<file path="config.mk">
export PLATFORM = sky130hd
export DESIGN_NAME = sprite_blit_engine_flat
export DESIGN_NICKNAME = d
export VERILOG_FILES = /design/src/rtl/sprite_blit_engine_if.sv /design/src/rtl/sprite_blit_engine.sv /design/src/flat_wrapper.sv
export SDC_FILE = /design/constraint.sdc
export NUM_CORES = 1
export LEC_CHECK = 0
export CORE_MARGIN = 1.5
export CORE_UTILIZATION = 45
export DETAILED_ROUTE_END_ITERATION = 7
export MAX_ROUTING_LAYER = met4
export PLACE_DENSITY = 0.67
export SLEW_MARGIN = 25
export SYNTH_ARGS = -nofsm -noshare
export SYNTH_HDL_FRONTEND = slang
export SYNTH_SLANG_ARGS = --single-unit
export TNS_END_PERCENT = 20
</file>
<file path="constraint.sdc">
create_clock -name Clk -period 7.1 [get_ports Clk]
set_input_delay 1.42 -clock Clk [delete_from_list [all_inputs] [get_ports Clk]]
set_output_delay 1.42 -clock Clk [all_outputs]
set_load 0.02 [all_outputs]
</file>
<file path="src/rtl/sprite_blit_engine_if.sv">
// Link between the blit engine and the SDRAM read master:
// burst control on the ctl_* side, show-ahead byte FIFO on the usr_* side.
interface sprite_blit_engine_if;
  logic        ctl_fixed_location;
  logic [31:0] ctl_read_base;
  logic [31:0] ctl_read_length;
  logic        ctl_go;
  logic        ctl_done;
  logic        usr_read_buffer;
  logic [7:0]  usr_buffer_output_data;
  logic        usr_data_available;

  modport master (
    output ctl_fixed_location,
    output ctl_read_base,
    output ctl_read_length,
    output ctl_go,
    input  ctl_done,
    output usr_read_buffer,
    input  usr_buffer_output_data,
    input  usr_data_available
  );

  modport slave (
    input  ctl_fixed_location,
    input  ctl_read_base,
    input  ctl_read_length,
    input  ctl_go,
    output ctl_done,
    input  usr_read_buffer,
    output usr_buffer_output_data,
    output usr_data_available
  );
endinterface

</file>
<file path="src/rtl/sprite_blit_engine.sv">
// Streams one sprite burst from SDRAM into the frame buffer,
// skipping transparent and off-screen pixels, with optional h/v flips.
module sprite_blit_engine #(
  parameter int         FB_WIDTH    = 640,
  parameter int         FB_HEIGHT   = 480,
  parameter int         FB_ADDR_W   = 19,
  parameter logic [7:0] TRANSPARENT = 8'h00
) (
  input  logic                 Clk,
  input  logic                 Reset,
  input  logic                 start,
  input  logic [31:0]          sprite_address,
  input  logic [15:0]          sprite_width,
  input  logic [15:0]          sprite_height,
  input  logic [15:0]          sprite_x,
  input  logic [15:0]          sprite_y,
  input  logic [7:0]           sprite_rotate,
  output logic                 busy,
  output logic                 done,
  sprite_blit_engine_if.master bus,
  output logic                 fb_we,
  output logic [FB_ADDR_W-1:0] fb_addr,
  output logic [7:0]           fb_data
);

  typedef enum logic [2:0] {
    IDLE,
    LAUNCH,
    STREAM,
    DRAIN,
    FINISH
  } state_t;

  state_t      state;
  logic [31:0] base;
  logic [31:0] len;
  logic [31:0] count;
  logic [15:0] w;
  logic [15:0] h;
  logic [15:0] x;
  logic [15:0] y;
  logic [15:0] col;
  logic [15:0] row;
  logic        hflip;
  logic        vflip;
  logic        done_seen;
  logic        go;
  logic        pop;
  logic        vis;
  logic [31:0] new_len;
  logic [16:0] xo;
  logic [16:0] yo;
  logic [16:0] dx;
  logic [16:0] dy;
  logic [7:0]  px;
  logic        unused_rot;

  assign unused_rot = ^sprite_rotate[7:2];

  assign new_len = {16'd0, sprite_width}
                 * {16'd0, sprite_height};

  assign px  = bus.usr_buffer_output_data;
  assign pop = (state == STREAM)
             && bus.usr_data_available
             && (count < len);

  assign xo = hflip ? {1'b0, w - 16'd1 - col}
                    : {1'b0, col};
  assign yo = vflip ? {1'b0, h - 16'd1 - row}
                    : {1'b0, row};
  assign dx = {1'b0, x} + xo;
  assign dy = {1'b0, y} + yo;

  assign vis = (px != TRANSPARENT)
             && (dx < 17'(FB_WIDTH))
             && (dy < 17'(FB_HEIGHT));

  assign bus.ctl_fixed_location = 1'b0;
  assign bus.ctl_read_base      = base;
  assign bus.ctl_read_length    = len;
  assign bus.ctl_go             = go;
  assign bus.usr_read_buffer    = pop;

  always_ff @(posedge Clk) begin
    if (Reset) begin
      state     <= IDLE;
      base      <= '0;
      len       <= '0;
      count     <= '0;
      w         <= '0;
      h         <= '0;
      x         <= '0;
      y         <= '0;
      col       <= '0;
      row       <= '0;
      hflip     <= 1'b0;
      vflip     <= 1'b0;
      done_seen <= 1'b0;
      go        <= 1'b0;
      busy      <= 1'b0;
      done      <= 1'b0;
      fb_we     <= 1'b0;
      fb_addr   <= '0;
      fb_data   <= '0;
    end else begin
      go    <= 1'b0;
      done  <= 1'b0;
      fb_we <= 1'b0;
      unique case (state)
        IDLE: begin
          if (start) begin
            base      <= sprite_address;
            len       <= new_len;
            w         <= sprite_width;
            h         <= sprite_height;
            x         <= sprite_x;
            y         <= sprite_y;
            hflip     <= sprite_rotate[0];
            vflip     <= sprite_rotate[1];
            col       <= '0;
            row       <= '0;
            count     <= '0;
            done_seen <= 1'b0;
            busy      <= 1'b1;
            go        <= (new_len != 32'd0);
            state     <= (new_len == 32'd0) ? FINISH
                                            : LAUNCH;
          end
        end
        LAUNCH: state <= STREAM;
        STREAM: begin
          if (pop) begin
            fb_we   <= vis;
            fb_addr <= FB_ADDR_W'({15'd0, dy}
                       * 32'(FB_WIDTH)
                       + {15'd0, dx});
            fb_data <= px;
            count   <= count + 32'd1;
            if (col == w - 16'd1) begin
              col <= '0;
              row <= row + 16'd1;
            end else begin
              col <= col + 16'd1;
            end
            if (count + 32'd1 == len) state <= DRAIN;
          end
        end
        DRAIN: begin
          if (done_seen || bus.ctl_done) state <= FINISH;
        end
        FINISH: begin
          done  <= 1'b1;
          busy  <= 1'b0;
          state <= IDLE;
        end
        default: state <= IDLE;
      endcase
      // The master may report completion while bytes still sit in its FIFO.
      if ((state == STREAM || state == DRAIN)
          && bus.ctl_done) begin
        done_seen <= 1'b1;
      end
    end
  end

endmodule

</file>
<file path="src/flat_wrapper.sv">
// flat-port wrapper written by rule: the top's interface ports become plain ports
module sprite_blit_engine_flat 
#(
  parameter int         FB_WIDTH    = 640,
  parameter int         FB_HEIGHT   = 480,
  parameter int         FB_ADDR_W   = 19,
  parameter logic [7:0] TRANSPARENT = 8'h00
)
  (Clk, Reset, start, sprite_address, sprite_width, sprite_height, sprite_x, sprite_y, sprite_rotate, busy, done, fb_we, fb_addr, fb_data, bus_ctl_fixed_location, bus_ctl_read_base, bus_ctl_read_length, bus_ctl_go, bus_ctl_done, bus_usr_read_buffer, bus_usr_buffer_output_data, bus_usr_data_available);
  sprite_blit_engine_if bus_i ();
  input  logic Clk;
  input  logic Reset;
  input  logic start;
  input  logic [31:0] sprite_address;
  input  logic [15:0] sprite_width;
  input  logic [15:0] sprite_height;
  input  logic [15:0] sprite_x;
  input  logic [15:0] sprite_y;
  input  logic [7:0] sprite_rotate;
  output logic busy;
  output logic done;
  output logic fb_we;
  output logic [FB_ADDR_W-1:0] fb_addr;
  output logic [7:0] fb_data;
  output wire logic [$bits(bus_i.ctl_fixed_location)-1:0] bus_ctl_fixed_location;
  output wire logic [$bits(bus_i.ctl_read_base)-1:0] bus_ctl_read_base;
  output wire logic [$bits(bus_i.ctl_read_length)-1:0] bus_ctl_read_length;
  output wire logic [$bits(bus_i.ctl_go)-1:0] bus_ctl_go;
  input wire logic [$bits(bus_i.ctl_done)-1:0] bus_ctl_done;
  output wire logic [$bits(bus_i.usr_read_buffer)-1:0] bus_usr_read_buffer;
  input wire logic [$bits(bus_i.usr_buffer_output_data)-1:0] bus_usr_buffer_output_data;
  input wire logic [$bits(bus_i.usr_data_available)-1:0] bus_usr_data_available;
  assign bus_ctl_fixed_location = bus_i.ctl_fixed_location;
  assign bus_ctl_read_base = bus_i.ctl_read_base;
  assign bus_ctl_read_length = bus_i.ctl_read_length;
  assign bus_ctl_go = bus_i.ctl_go;
  assign bus_i.ctl_done = bus_ctl_done;
  assign bus_usr_read_buffer = bus_i.usr_read_buffer;
  assign bus_i.usr_buffer_output_data = bus_usr_buffer_output_data;
  assign bus_i.usr_data_available = bus_usr_data_available;
  sprite_blit_engine #(.FB_WIDTH(FB_WIDTH), .FB_HEIGHT(FB_HEIGHT), .FB_ADDR_W(FB_ADDR_W), .TRANSPARENT(TRANSPARENT)) u_core (.Clk(Clk), .Reset(Reset), .start(start), .sprite_address(sprite_address), .sprite_width(sprite_width), .sprite_height(sprite_height), .sprite_x(sprite_x), .sprite_y(sprite_y), .sprite_rotate(sprite_rotate), .busy(busy), .done(done), .bus(bus_i), .fb_we(fb_we), .fb_addr(fb_addr), .fb_data(fb_data));
endmodule
</file>
==> reports/summary.txt, run 1 <==
max incr delay on CP: 0.56 ns
fin nets: 3887
net switching power: 7.07 mW
share of cells above drive strength 1: 14.7%
clock buffer count from CTS: 26
Pins Over Slew Limit: 0
Setup crit end kind: register
CP Class: primary input to register
CTS tree: yes
status: finished with violations
Initial Util: 45.7%
vias in the first global route: 22.3k
R2R cell count: 26
Clock Latency Late Sink: 0.56 ns
Tmin final: 7.11 ns
worst min-delay path category: register to register
final worst setup slack: -0.00567 ns
Synth Flop Type: dfxtp_1
Port Buf Inserts: 206
FF-to-FF Start: u_core.w[2]
syn_nets: 3515
worst slew pin tran: 0.909 ns
Slew HR: 39.0%
Worst setup endpoint: u_core.state[2]
Comb pwr share: 80.9%
clock power share: 9.4%
commonest non-fill, non-tap cell in the layout: nand2_1
Yosys warnings: 0
Site Rows: 83
final non-filler cell total: 4036
placed insts: 3926
largest net degree at the start of global routing: 137
PwrDens: 523 nW/um^2
Routability Congestion: 0.889
Crit-path slowest cell: fa_2
RSZ-0062 raised after global routing: yes
crit path launch: sprite_width[10]
root buffer cell: clkbuf_16
Worst Skew: 0.0197 ns
dpl ws: -1.27 ns
routed vias/inst: 5.46
die span in x: 231 um
final hold slack: 0.446 ns
max frequency: 141 MHz
CTS clock-pin slew for the worst setup and hold paths: 0.06 ns
ys async rst share: 0%
Antenna diodes: 0
Lkg Pwr: 13.3 nW
Residual DRC: 0
violated checks: setup timing
antenna violations before repair: 0
Max VDD drop: 0.859 mV
GRT Resource Usage Total: 26.7%
startpoint types: primary input
antenna viol nets, final: 0
H-tree depth: 1
First-pass DRT Iterations: 8
die area: 53500 um^2
Seq/Total Area, Yosys: 19.5%
number of max-cap violations: 0
synthesized area per cell: 7.91 um^2
Tot Pwr: 15.6 mW
Most common cell on crit path: fa_1
clock buffer depth: 3
Die H: 231 um
Seq cells post-synth: 229
global-route wire length before repair: 113 mm
EDFF count, synth: 0
Via Count: 22.0k
initial DRC count: 1347
endpoints failing setup: 1
DP HPWL: 52.8 mm
critical-path maximum fanout: 5
Ports: 214
Int Pwr: 8.50 mW
Core Footprint: 51400 um^2
total wire length: 69.6 mm
commonest cells after routing, fill and taps aside: 512 x nand2_1, 303 x inv_1, 262 x a21oi_1, 229 x dfxtp_1, 224 x buf_4
Sw Share: 45.4%
critical path arrival: 7.60 ns
reg2reg setup slack: 0.70 ns
Post-Syn Area: 23500 um^2
final hold violations: 0
Final period util: 100%
routed len/inst: 17.2 um
Synth cell types: 90
R2R Path End: u_core.fb_addr[18]
required time worst endpoint: 7.59 ns
cells after synthesis: 2969
Syn-to-layout area delta: 26.7%
sequential power share: 9.7%
clk sink count: 229
total congestion overflow: 0
## worst max-delay path, delay by kind of cell
family                   cells  cell delay [ns]
AO/OA/AOI/OAI                5             0.74
adder cells (fa/ha/maj)      7             3.37
buffers and inverters        8             0.73
AND/OR/NAND/NOR              6             1.33
## synthesized netlist by cell type, types with 5 or more instances
cell	count	area share [%]
buf_1	8	0.13
a21boi_0	5	0.16
ha_1	229	12
xor2_1	49	1.8
a31oi_1	16	0.43
a311oi_1	5	0.19
and2_1	127	3.4
or3_1	20	0.53
a211oi_1	29	0.93
and3_1	31	0.83
o211ai_1	8	0.26
clkbuf_1	117	1.9
a21o_1	44	1.4
a2111oi_0	7	0.26
nand4_1	24	0.64
nand2b_1	13	0.35
a211o_1	5	0.19
inv_1	324	5.2
nand3_1	49	1.0
o21bai_1	11	0.35
o21ai_1	6	0.13
fa_1	200	17
o21ai_0	108	2.3
xnor2_1	102	3.8
nand2_1	524	8.4
nor4_1	27	0.72
mux2i_1	6	0.26
o21a_1	15	0.48
a21oi_1	269	5.7
nor2b_1	20	0.53
o22ai_1	6	0.16
dfxtp_1	229	20
buf_2	6	0.13
nor3_1	45	0.96
o31ai_1	8	0.26
nand4b_1	6	0.22
nand3b_1	11	0.35
and4_1	7	0.26
o2111ai_1	6	0.22
nor2_1	158	2.5
## metrics by stage
stage / instance area [um^2] / util (%) / setup TNS, ns
3_3_place_gp: 27700 / 53.8 / -10.76
5_1_grt: 29700 / 57.9 / -0.506
2_1_floorplan: 23700 / - / 0
4_1_cts: 29400 / 57.2 / -0.149
3_5_place_dp: 27700 / 53.8 / -12.21
6_report: 29700 / 57.9 / -0.00567
## kinds of logic after synthesis
kind of cell             count (synthesis)  share of synthesized area (%)
flip-flops                             229                           19.5
AND/OR/NAND/NOR                       1095                           22.2
buffers and inverters                  461                           7.47
AO/OA/AOI/OAI                          593                           15.4
multiplexers                             9                          0.400
adder cells (fa/ha/maj)                429                           29.3
other                                    1                         0.0160
XOR/XNOR                               152                           5.73
## how the worst min path moves through the flow
stage	depth (start not counted)	startpoint	end	slack (ns)
after global routing	2	u_core.fb_data[1]	u_core.fb_data[1]	0.47
after detailed placement	2	u_core.fb_data[0]	u_core.fb_data[0]	0.44
after floorplan	2	u_core.h[0]	u_core.h[0]	0.44
final	2	u_core.fb_data[0]	u_core.fb_data[0]	0.45
after CTS	2	u_core.fb_data[0]	u_core.fb_data[0]	0.45
after global placement	2	u_core.fb_data[6]	u_core.fb_data[6]	0.44
## power groups by stage
| stage | Sequential, mW | Combinational, mW | Clock, mW |
|---|---|---|---|
| floorplan | 1.57 | 6.10 | 0 |
| global placement | 1.54 | 10.7 | 0 |
| detailed placement | 1.54 | 10.8 | 0 |
| CTS | 1.51 | 11.7 | 1.49 |
| global route | 1.52 | 13.8 | 1.54 |
| finish | 1.51 | 12.6 | 1.46 |
## state kept, by name, summed over array words and instances (netlist names)
name,cells
u_core.busy,1
u_core.bus.ctl_go,1
u_core.fb_addr,19
u_core.done,1
u_core.x,16
u_core.done_seen,1
u_core.fb_we,1
u_core.bus.ctl_read_base,32
u_core.w,16
u_core.col,16
u_core.count,32
u_core.vflip,1
u_core.y,16
u_core.h,16
u_core.state,3
u_core.row,16
u_core.fb_data,8
u_core.hflip,1
u_core.bus.ctl_read_length,32
## final cells by class
type	instances	area, um^2
clock buffers	32	744
fillers	4667	21700
inverters	326	1230
clock inverters	11	169
flip-flops and latches	229	4580
repair buffers	479	4420
well taps	680	851
multi-input cells	2279	17700
## what timing repair did
action / in CTS / in global routing
buffers inserted: 46 / 16
pin swaps: 80 / 74
hold buffers: 0 / 0
endpoints found under the setup margin: 8 / 5
gates resized for setup: 170 / 98
gates cloned: 5 / 0
endpoints found under the hold margin: 0 / 0
## layer usage
layer | vias up | wire length [um] | global-route usage, %
met2 | 611 | 34600 | 46.5
met4 | 0 | 2130 | 8.03
met1 | 10657 | 29800 | 32.5
met3 | 132 | 3060 | 2.67
li1 | 10647 | - | -
met5 | - | 0 | -
(Power assumes the default switching activity.)
==> inputs of run 2 (changes only) <==
- clock period: 7.1 -> 5.81 ns (I/O delays scaled with it)
==> run 2 against run 1 <==
Net effect: the flow still finishes with violations (setup timing); clock skew grew 0.010 ns; sequential power grew 23%; setup slack lost 0.84 ns; flip-flop and latch count is the same; wire length grew 1.3%; total power grew 27%; sequential share of layout area shrank 0.18 points; critical path type unchanged; largest power group unchanged.
==> reports/summary.txt, run 2 (same netlist as run 1, synthesis figures left out) <==
R2R cell count: 28 (+7.7%)
commonest cells after routing, fill and taps aside: 515 x nand2_1, 305 x inv_1, 254 x a21oi_1, 229 x dfxtp_1, 226 x buf_4
endpoints failing setup: 21 (+20)
CTS Hold Bufs: 0 (unchanged)
WHS Endpoint: u_core.fb_addr[17]
clk sink count: 229 (unchanged)
delay-heaviest family, CP: adder cells
Area after DPL: 27900 um^2 (+0.78%)
RSZ-0062 raised after global routing: yes
Max VDD drop: 0.958 mV (+12%)
Port Buf Inserts: 206 (unchanged)
final hold slack: 0.449 ns (+0.00317 ns)
DP HPWL: 53.9 mm (+2.1%)
die area: 53500 um^2 (unchanged)
Sw Share: 44.8% (-0.65 points)
status: finished with violations
routed vias/inst: 5.46 (about the same)
commonest non-fill, non-tap cell in the layout: nand2_1
clock buffer count from CTS: 27 (+3.8%)
Most common cell on crit path: fa_1
Tmin final: 6.66 ns
dpl ws: -2.13 ns (-0.863 ns)
critical path arrival: 7.08 ns (-0.52 ns)
Routability Congestion: 0.952 (+7.1%)
Clock Latency Late Sink: 0.58 ns (+0.02 ns)
First-pass DRT Iterations: 5 (-3)
GRT Resource Usage Total: 27.5% (+0.82 points)
H-tree depth: 1 (unchanged)
Slew HR: 46.6% (+7.6 points)
hold depth: 2 (unchanged)
Int Pwr: 10.9 mW (+29%)
initial DRC count: 1182 (-12%)
CTS tree: yes
CTS clock-pin slew for the worst setup and hold paths: 0.06 ns (about the same)
worst min-delay path category: register to register
max incr delay on CP: 0.63 ns (+0.07 ns)
die span in x: 231 um (unchanged)
global-route wire length before repair: 116 mm (+2.7%)
Initial Util: 45.7% (unchanged)
fin nets: 3883 (-0.10%)
startpoint types: primary input
R2R Path End: u_core.fb_addr[18]
crit path launch: sprite_height[6]
clock power share: 9.1% (-0.3 points)
Syn-to-layout area delta: 28.2%
vias in the first global route: 22.8k (+2.3%)
Pins Over Slew Limit: 0 (unchanged)
crit-path cells: buf_8, buf_6, buf_6, and2_4, fa_1, inv_1, fa_1, inv_1, fa_1, fa_1, fa_1, fa_1, ha_4, a21o_1, buf_6, or4_4, a22oi_2, o2111ai_2, nor4_2, nand4_1, nor4_2, a2111oi_2
Comb pwr share: 81.6% (+0.7 points)
clock buffer depth: 3 (unchanged)
final worst setup slack: -0.848 ns (-0.842 ns)
placed insts: 3941 (+0.38%)
critical-path maximum fanout: 6 (+1)
beginning of the worst hold path: u_core.fb_addr[17]
root buffer cell: clkbuf_16
Core Footprint: 51400 um^2 (unchanged)
antenna violations before repair: 0 (unchanged)
total congestion overflow: 0 (unchanged)
violated checks: setup timing
FF-to-FF Start: u_core.w[1]
Buf/Inv on CP: 6 (-2)
number of max-cap violations: 0 (unchanged)
required time worst endpoint: 6.23 ns (-1.36 ns)
final non-filler cell total: 4038 (+0.050%)
max frequency: 150 MHz
Die H: 231 um (unchanged)
Residual DRC: 0 (unchanged)
Via Count: 22.0k (-0.027%)
Setup crit end kind: register
largest net degree at the start of global routing: 104 (-24%)
Lkg Pwr: 13.4 nW (+0.75%)
sequential power share: 9.3% (-0.4 points)
Crit path depth: 22 (-15%)
Worst Skew: 0.0299 ns (+0.0102 ns)
Site Rows: 83 (unchanged)
antenna viol nets, final: 0 (unchanged)
net switching power: 8.86 mW (+25%)
Final period util: 115%
fin area: 30100 um^2 (+1.2%)
Ports: 214 (unchanged)
total wire length: 70.5 mm (+1.3%)
Crit-path slowest cell: fa_1
PwrDens: 658 nW/um^2 (+26%)
routed len/inst: 17.5 um (+1.3%)
share of cells above drive strength 1: 15.8% (+1.1 points)
worst slew pin tran: 0.781 ns (-0.129 ns)
fin util: 58.5% (+0.67 points)
CP Class: primary input to register
final hold violations: 0 (unchanged)
reg2reg setup slack: 0.12 ns (-0.58 ns)
run 2: cell count changes in the layout (fill, tap and decap cells not counted), sizes merged:
cell           before  now
buf               283  287
clkinvlp            4    0
dlygate4sd2         6    2
bufbuf              3    6
clkbuf             40   43
clkdlybuf4s15       5    3
clkinv              2    4
bufinv              4    3
diode               0    1
run 2: power groups by stage:
stage	logic (mW)	registers [mW]	clock network (mW)
after floorplan	7.71	1.92	0
after global placement	13.3	1.88	0
after detailed placement	13.5	1.88	0
after CTS	15.3	1.84	1.84
after global routing	17.6	1.86	1.90
final	16.1	1.85	1.80
run 2: timing repair:
action	in CTS	in global routing
pin swaps	103	48
buffers inserted	28	8
cloned	11	0
endpoints found under the setup margin	27	30
gates resized for setup	252	70
run 2: worst max path at each step:
stage                           end  slack, ns
finish              u_core.state[0]      -0.85
detailed placement  u_core.state[0]      -2.13
global route        u_core.state[0]      -1.01
CTS                 u_core.state[2]      -0.87
global placement    u_core.state[0]      -2.05
floorplan           u_core.state[0]      -0.98
run 2: routing by layer:
metal	up-vias	part of all wire (%)	track usage [%]
met5	-	0	-
met4	0	3.6	9.54
met3	159	4.9	2.89
met2	628	49	47.4
met1	10630	42	33.3
li1	10624	-	-
run 2: through the flow:
stage          TNS, ns  power, mW
2_1_floorplan    -8.53       9.63
4_1_cts          -7.13       19.0
5_1_grt         -12.95       21.4
3_5_place_dp    -37.13       15.4
3_3_place_gp    -35.11       15.2
6_report         -7.46       19.8
run 2: final cells by class:
type,instances,area [um^2]
fillers,4674,21300
multi-input cells,2279,18000
flip-flops and latches,229,4580
repair buffers,474,4460
inverters,326,1220
well taps,680,851
clock buffers,41,808
clock inverters,8,134
diodes,1,2.50
run 2: worst min-delay path, cell delays in order, from the launching register on:
cell,delay (ns)
dfxtp_1,0.31
nand2_1,0.05
a21oi_1,0.05
